<file path="src/rtl/enc_8b10b_wide.sv">
// rtl/enc_8b10b_wide.sv - multi-lane flow-controlled 8b/10b encoder, two-stage pipeline
// Optional invalid-K detection is compiled in with ENC_8B10B_WIDE_KERR_EN.
module enc_8b10b_wide #(
  parameter int NBYTES = 2
) (
  input  logic                  clk,
  input  logic                  rst,
  input  logic [8*NBYTES-1:0]   s_data,
  input  logic [NBYTES-1:0]     s_k,
  input  logic                  s_valid,
  output logic                  s_ready,
  output logic [10*NBYTES-1:0]  m_data,
  output logic [NBYTES-1:0]     m_k_err,
  output logic                  m_valid,
  input  logic                  m_ready,
  output logic                  rdisp
);

  logic [8*NBYTES-1:0]  data_a;
  logic [NBYTES-1:0]    k_a;
  logic                 valid_a;
  logic                 rd;
  logic                 adv_b;
  logic                 xfer;
  logic                 load_a;
  logic [NBYTES:0]      disp_chain;
  logic [10*NBYTES-1:0] enc_data;

  assign adv_b   = !m_valid || m_ready;
  assign xfer    = valid_a && adv_b;
  assign s_ready = !valid_a || adv_b;
  assign load_a  = s_valid && s_ready;
  assign rdisp   = rd;

  // Disparity ripples lane 0 -> lane NBYTES-1, then carries into the next beat via rd.
  assign disp_chain[0] = rd;

  for (genvar i = 0; i < NBYTES; i++) begin : g_lane
    encode u_encode (
      .datain  ({k_a[i], data_a[8*i +: 8]}),
      .dispin  (disp_chain[i]),
      .dataout (enc_data[10*i +: 10]),
      .dispout (disp_chain[i+1])
    );
  end

  always_ff @(posedge clk) begin
    if (rst) begin
      data_a  <= '0;
      k_a     <= '0;
      valid_a <= 1'b0;
    end else if (load_a) begin
      data_a  <= s_data;
      k_a     <= s_k;
      valid_a <= 1'b1;
    end else if (xfer) begin
      valid_a <= 1'b0;
    end
  end

  always_ff @(posedge clk) begin
    if (rst) begin
      m_data  <= '0;
      m_valid <= 1'b0;
      rd      <= 1'b0;
    end else if (xfer) begin
      m_data  <= enc_data;
      m_valid <= 1'b1;
      rd      <= disp_chain[NBYTES];
    end else if (m_ready) begin
      m_valid <= 1'b0;
    end
  end

`ifdef ENC_8B10B_WIDE_KERR_EN
  logic [NBYTES-1:0] k_err_c;

  // Legal control symbols: K28.0-7 plus K23.7, K27.7, K29.7, K30.7.
  always_comb begin
    k_err_c = '0;
    for (int i = 0; i < NBYTES; i++) begin
      if (k_a[i] && !((data_a[8*i +: 5] == 5'b11100) ||
                      (data_a[8*i +: 8] == 8'hF7) || (data_a[8*i +: 8] == 8'hFB) ||
                      (data_a[8*i +: 8] == 8'hFD) || (data_a[8*i +: 8] == 8'hFE)))
        k_err_c[i] = 1'b1;
    end
  end

  always_ff @(posedge clk) begin
    if (rst)
      m_k_err <= '0;
    else if (xfer)
      m_k_err <= k_err_c;
  end
`else
  assign m_k_err = '0;
`endif

endmodule

// Single-symbol 8b/10b encoder; datain = {k, HGFEDCBA}, dataout = {j,h,g,f,i,e,d,c,b,a}.
module encode (
  input  logic [8:0] datain,
  input  logic       dispin,
  output logic [9:0] dataout,
  output logic       dispout
);

  logic ai, bi, ci, di, ei, fi, gi, hi, ki;
  logic aeqb, ceqd, l22, l40, l04, l13, l31;
  logic a_o, b_o, c_o, d_o, e_o, i_o, f_o, g_o, h_o, j_o;
  logic pd1s6, nd1s6, ndos6, pdos6, alt7;
  logic nd1s4, pd1s4, ndos4, pdos4;
  logic compls6, disp6, compls4;

  assign {ki, hi, gi, fi, ei, di, ci, bi, ai} = datain;

  assign aeqb = (ai && bi) || (!ai && !bi);
  assign ceqd = (ci && di) || (!ci && !di);
  assign l22  = (ai && bi && !ci && !di) || (ci && di && !ai && !bi) || (!aeqb && !ceqd);
  assign l40  = ai && bi && ci && di;
  assign l04  = !ai && !bi && !ci && !di;
  assign l13  = (!aeqb && !ci && !di) || (!ceqd && !ai && !bi);
  assign l31  = (!aeqb && ci && di) || (!ceqd && ai && bi);

  assign a_o = ai;
  assign b_o = (bi && !l40) || l04;
  assign c_o = l04 || ci || (ei && di && !ci && !bi && !ai);
  assign d_o = di && !(ai && bi && ci);
  assign e_o = (ei || l13) && !(ei && di && !ci && !bi && !ai);
  assign i_o = (l22 && !ei) || (ei && !di && !ci && !(ai && bi)) || (ei && l40) ||
               (ki && ei && di && ci && !bi && !ai) || (ei && !di && ci && !bi && !ai);

  assign pd1s6 = (ei && di && !ci && !bi && !ai) || (!ei && !l22 && !l31);
  assign nd1s6 = ki || (ei && !l22 && !l13) || (!ei && !di && ci && bi && ai);
  assign ndos6 = pd1s6;
  assign pdos6 = ki || (ei && !l22 && !l13);

  // Alternate x.7 code avoids a run of five identical bits across the 6b/4b boundary.
  assign alt7 = fi && gi && hi && (ki || (dispin ? (!ei && di && l31) : (ei && !di && l13)));
  assign f_o  = fi && !alt7;
  assign g_o  = gi || (!fi && !gi && !hi);
  assign h_o  = hi;
  assign j_o  = (!hi && (gi ^ fi)) || alt7;

  assign nd1s4 = fi && gi;
  assign pd1s4 = (!fi && !gi) || (ki && ((fi && !gi) || (!fi && gi)));
  assign ndos4 = !fi && !gi;
  assign pdos4 = fi && gi && hi;

  assign compls6 = (pd1s6 && !dispin) || (nd1s6 && dispin);
  assign disp6   = dispin ^ (ndos6 || pdos6);
  assign compls4 = (pd1s4 && !disp6) || (nd1s4 && disp6);
  assign dispout = disp6 ^ (ndos4 || pdos4);

  assign dataout = {j_o ^ compls4, h_o ^ compls4, g_o ^ compls4, f_o ^ compls4,
                    i_o ^ compls6, e_o ^ compls6, d_o ^ compls6, c_o ^ compls6,
                    b_o ^ compls6, a_o ^ compls6};

endmodule
</file>
<file path="config.mk">
export PLATFORM = sky130hd
export DESIGN_NAME = enc_8b10b_wide
export DESIGN_NICKNAME = d
export VERILOG_FILES = /design/src/rtl/enc_8b10b_wide.sv
export SDC_FILE = /design/constraint.sdc
export NUM_CORES = 1
export LEC_CHECK = 0
export ABC_AREA = 1
export CAP_MARGIN = 20
export CORE_MARGIN = 2
export CORE_UTILIZATION = 30
export CTS_BUF_LIST = sky130_fd_sc_hd__clkbuf_4
export CTS_CLUSTER_SIZE = 14
export DETAILED_ROUTE_END_ITERATION = 7
export GPL_ROUTABILITY_DRIVEN = 0
export MAX_ROUTING_LAYER = met4
export SLEW_MARGIN = 20
export SYNTH_ARGS = -nofsm -noshare
export SYNTH_HDL_FRONTEND = slang
export SYNTH_SLANG_ARGS = --single-unit
</file>
<file path="constraint.sdc">
create_clock -name clk -period 3.1 [get_ports clk]
set_clock_uncertainty 0.15 [all_clocks]
set_input_delay 0.775 -clock clk [delete_from_list [all_inputs] [get_ports clk]]
set_output_delay 0.775 -clock clk [all_outputs]
set_load 0.05 [all_outputs]
</file>
# Yosys cells after proc, flatten, opt, wreduce, memory -nomap -nowiden
# Cells that the tools add are included.
[op_classes] muxes=6 bitwise_logic=26 n_reduce_logical=232
[op_table] op="1-bit logical AND" count=134
[op_table] op="1-bit logical OR" count=54
[op_table] op="1-bit zero test" count=42
[op_table] op="1-bit bitwise XOR" count=26
[op_table] op="1-bit two-way mux" count=6
[op_table] op="2-bit nonzero test" count=2
[totals] ff_bits=41 in_bits=22 output_inout_bits=25 word_cells=270

# Longest topological paths before layout
[logic_depth] depth_word=19 ltp_mapped=18 ltp_nobuf=18

# Hierarchy
# Synthesis repeated with hierarchy kept, for this count alone.
[hier_totals] cells_unflattened=438 hier_area_um2=2935.3
[modules_own_cells] mod="enc_8b10b_wide" n_inst=1 cells_each=245 area_each_um2=1750.4 seq_area_each_um2=820.8
[modules_own_cells] mod="encode at g_lane[1].u_encode" n_inst=1 cells_each=96 area_each_um2=601.8 seq_area_each_um2=0.0
[modules_own_cells] mod="encode at g_lane[0].u_encode" n_inst=1 cells_each=97 area_each_um2=583.1 seq_area_each_um2=0.0

# Worst setup path before layout
# Ideal clock, no wire load.
[synth_timing] path_type="input to register" from="in m_ready" to="reg data_a[0]" setup_time_ns=0.070 arrival_ns=2.103 t_required_ns=2.880 setup_slack_ns=0.777 path_stages=6 n_path_buf=1 cell_sequence="inv_1 nand3_1 nand2_1 clkbuf_1 o21ai_0 a21oi_1"
[synth_via] elab_chain_cells=3
[synth_lines] item="from (decl)" line_no="15" rtl="input logic m_ready,"
[synth_lines] item="1-bit logical OR" line_no="29" rtl="assign adv_b = !m_valid || m_ready;"
[synth_lines] item="1-bit logical OR" line_no="31" rtl="assign s_ready = !valid_a || adv_b;"
[synth_lines] item="named net s_ready" line_no="11" rtl="output logic s_ready,"
[synth_lines] item="1-bit logical AND" line_no="32" rtl="assign load_a = s_valid && s_ready;"
[synth_lines] item="to (signal assigned)" line_no="53" rtl="data_a <= s_data;"
[synth_lines] item="to (decl)" line_no="19" rtl="logic [8*NBYTES-1:0] data_a;"
# The timed path passes the listed nets, and every way through them passes these cells.
# A chain may end at the register's enable or synchronous reset.

# Final worst setup path
[layout_timing] from="reg rd, in the netlist rdisp" to="out rdisp"
[layout_rtl] item="from (decl)" line_no="22" rtl="logic rd;"
[layout_rtl] item="from (signal assigned)" line_no="69" rtl="rd <= disp_chain[NBYTES];"
[layout_rtl] item="to (decl)" line_no="16" rtl="output logic rdisp"
# No word-level cell between the ends.

==> reports/qor.yml <==
status: "finished, final reports clean"
hold_buffers: 0
fp-row-count: 33
crit_type: "reg -> out"
cts.sinks: 41
clk_path_buf_depth: 2
start_util: 0.309
critPathArrivalTime_ns: 1.75
hpwl_mm: 4.47
syn_to_final_growth_pct: 25.8
grt_first_pass_wirelength_mm: 9.94
period_share: 0.863
cp_max_fo: 7
core-area_mm2: 0.00818
timing.rr.start: "data_a[0]"
firstDrtPassIters: 4
hold_depth: 2
p_leak_uw: 0.00147
ff2ff_path_depth: 17
routed_via_density: 4.54
cts.repair.resized: 0
post_synth.cell_area_avg_um2: 6.60
htree_levels: 2
post_cts_buffers: 0
report.final.slew_viol_count: 0
dr_total_vias: 2407
synth_warnings: 0
yosys_register_bits: 41
crit_buf_inv: 1
clock.fmax_ghz: 0.374
cts-root-buf: "clkbuf_4"
crit_path_end_kind: "output pin"
worstHoldPathType: "reg -> reg"
synth_cells: 382
multiInputGateArea_mm2: 0.00139
finalHoldViolCount: 0
routedWlPerCell_um: 11.0
crit_family: "buffers and inverters"
synth_ff_type: "dfxtp_1"
path_clk_slew_ns: 0.12
ys_types: 33
die-area_mm2: 0.00916
finalSetupViolCount: 0
slowest_delay_ns: 0.87
antenna_found_initial: 1
maxCapViolations: 0
io_pins: 47
finalWirelength_mm: 5.84
regToRegSetupSlack_ns: 0.56
dieWidth_um: 95.7
synthArstFlopShare: 0
layout-drive-gt1-share: 0.0778
utilization: 0.388
worstHoldEndpoint: "data_a[6]"
n_fill_cell: 891
ys_seq_area_frac: 0.325
overflow: 0
r2r-end: "m_data[11]"
cts-buffers-inserted: 5
fin_nets: 455
fin_hold_ws_ns: 0.364
final-seq-area_um2: 821
setup_tns_ns: 0
drtIter0Drc: 125
drc_errors: 0
clk_latency_ns: 0.35
crit_slowest_cell: "clkdlybuf4s50_1"
syn-cell-area_mm2: 0.00252
slew_headroom: 0.582
grt_usage: 0.141
cp_cell_sequence: "clkdlybuf4s50_1"
ant_nets: 0
ir_drop_mv: 0.139
min_period_ns: 2.67
numPortBuffers: 44
worstMarginPinSlew_ns: 0.627
start_kind: "register"
synth-edff-count: 0
pwr_density_cell_mw_per_mm2: 479
grt_start_max_net_pins: 33
cts_tree: "yes"
die_h_um: 95.7
rsz0062_at_grt: "false"
hold_start: "data_a[6]"
cp.required_ns: 2.17
grt_pass1_vias: 2215
## how the worst max path moves through the flow
stage	startpoint	to	cells after the start
6_report	rdisp	rdisp	1
5_1_grt	data_a[0]	m_data[13]	17
4_1_cts	rdisp	rdisp	1
3_5_place_dp	m_ready	s_ready	4
3_3_place_gp	m_ready	s_ready	4
2_1_floorplan	m_ready	data_a[0]	6
## flip-flops by register name (all words and copies together) (netlist names)
signal / cells
m_valid: 1
data_a: 16
m_data: 20
valid_a: 1
rdisp: 1
k_a: 2
## cells by family after synthesis
group | Yosys count | share of synthesized area
compound gates | 84 | 0.192
xor+xnor | 7 | 0.0243
fa+ha+maj | 10 | 0.0496
buf+inv | 80 | 0.124
flops | 41 | 0.325
other cells | 1 | 0.00149
simple gates | 159 | 0.284
## metrics by stage
stage	std cells	worst slack [ns]	cell area, µm²	total power (µW)
global placement	521	0.459	3090	1170
finish	530	0.425	3170	1520
global route	530	0.237	3170	1630
CTS	529	0.406	3170	1550
floorplan	383	0.777	2530	1030
detailed placement	521	0.460	3090	1180
## power breakdown
group          leakage [µW]  switching (µW)  total, µW  internal [µW]
clock             0.0000433             175        352            177
sequential         0.000339            38.4        608            570
combinational       0.00108             355        561            206
## cell usage after synthesis (2+ instances only)
cell type | count | share of area
dfxtp_1 | 41 | 0.33
o221ai_1 | 4 | 0.014
xor2_1 | 5 | 0.017
clkbuf_1 | 8 | 0.012
ha_1 | 10 | 0.050
o21ai_0 | 34 | 0.067
nand3_2 | 5 | 0.020
nand4_1 | 5 | 0.012
nand3_1 | 30 | 0.060
o21ai_1 | 3 | 0.0060
buf_2 | 3 | 0.0060
nand2_2 | 4 | 0.0099
xnor2_1 | 2 | 0.0069
nand2_1 | 63 | 0.094
a21oi_1 | 32 | 0.063
nor3_1 | 5 | 0.0099
inv_2 | 2 | 0.0030
nor2_1 | 40 | 0.060
buf_4 | 2 | 0.0060
o21ai_2 | 4 | 0.014
inv_1 | 63 | 0.094
o2111ai_1 | 3 | 0.010
nor2_2 | 4 | 0.0099
## area by class of cell
cell class	instances	area share
Antenna cell	1	0.000789
Clock buffer	6	0.0142
Clock inverter	2	0.0106
Inverter	66	0.0781
Multi-Input combinational cell	262	0.439
Sequential cell	41	0.259
Tap cell	105	0.0414
Timing Repair Buffer	47	0.157
## cells in the final DEF, fill, tap and decap left out, types with 2 or more instances in the layout
| cell type | n |
|---|---|
| clkbuf_4 | 6 |
| nand3_1 | 30 |
| clkinv_1 | 2 |
| nand2_1 | 63 |
| nand3_2 | 5 |
| o21ai_2 | 4 |
| buf_12 | 3 |
| clkdlybuf4s50_1 | 43 |
| o21ai_1 | 3 |
| nor3_1 | 5 |
| nor2_1 | 40 |
| inv_2 | 2 |
| o221ai_1 | 4 |
| o21ai_0 | 34 |
| ha_1 | 10 |
| a21oi_1 | 32 |
| o2111ai_1 | 3 |
| xnor2_1 | 2 |
| nand2_2 | 4 |
| nand4_1 | 5 |
| inv_1 | 63 |
| dfxtp_1 | 41 |
| xor2_1 | 5 |
| nor2_2 | 4 |
| conb_1 | 2 |
## layer usage
| layer | routed length, µm | share of wire | vias up | GRT usage |
|---|---|---|---|---|
| met2 | 2470 | 0.42 | 56 | 0.213 |
| met5 | 0 | 0 | - | - |
| li1 | - | - | 1309 | - |
| met1 | 3010 | 0.52 | 1037 | 0.190 |
| met4 | 90 | 0.015 | 0 | 0.0464 |
| met3 | 265 | 0.045 | 5 | 0.0282 |
(Power assumes the default switching activity.)
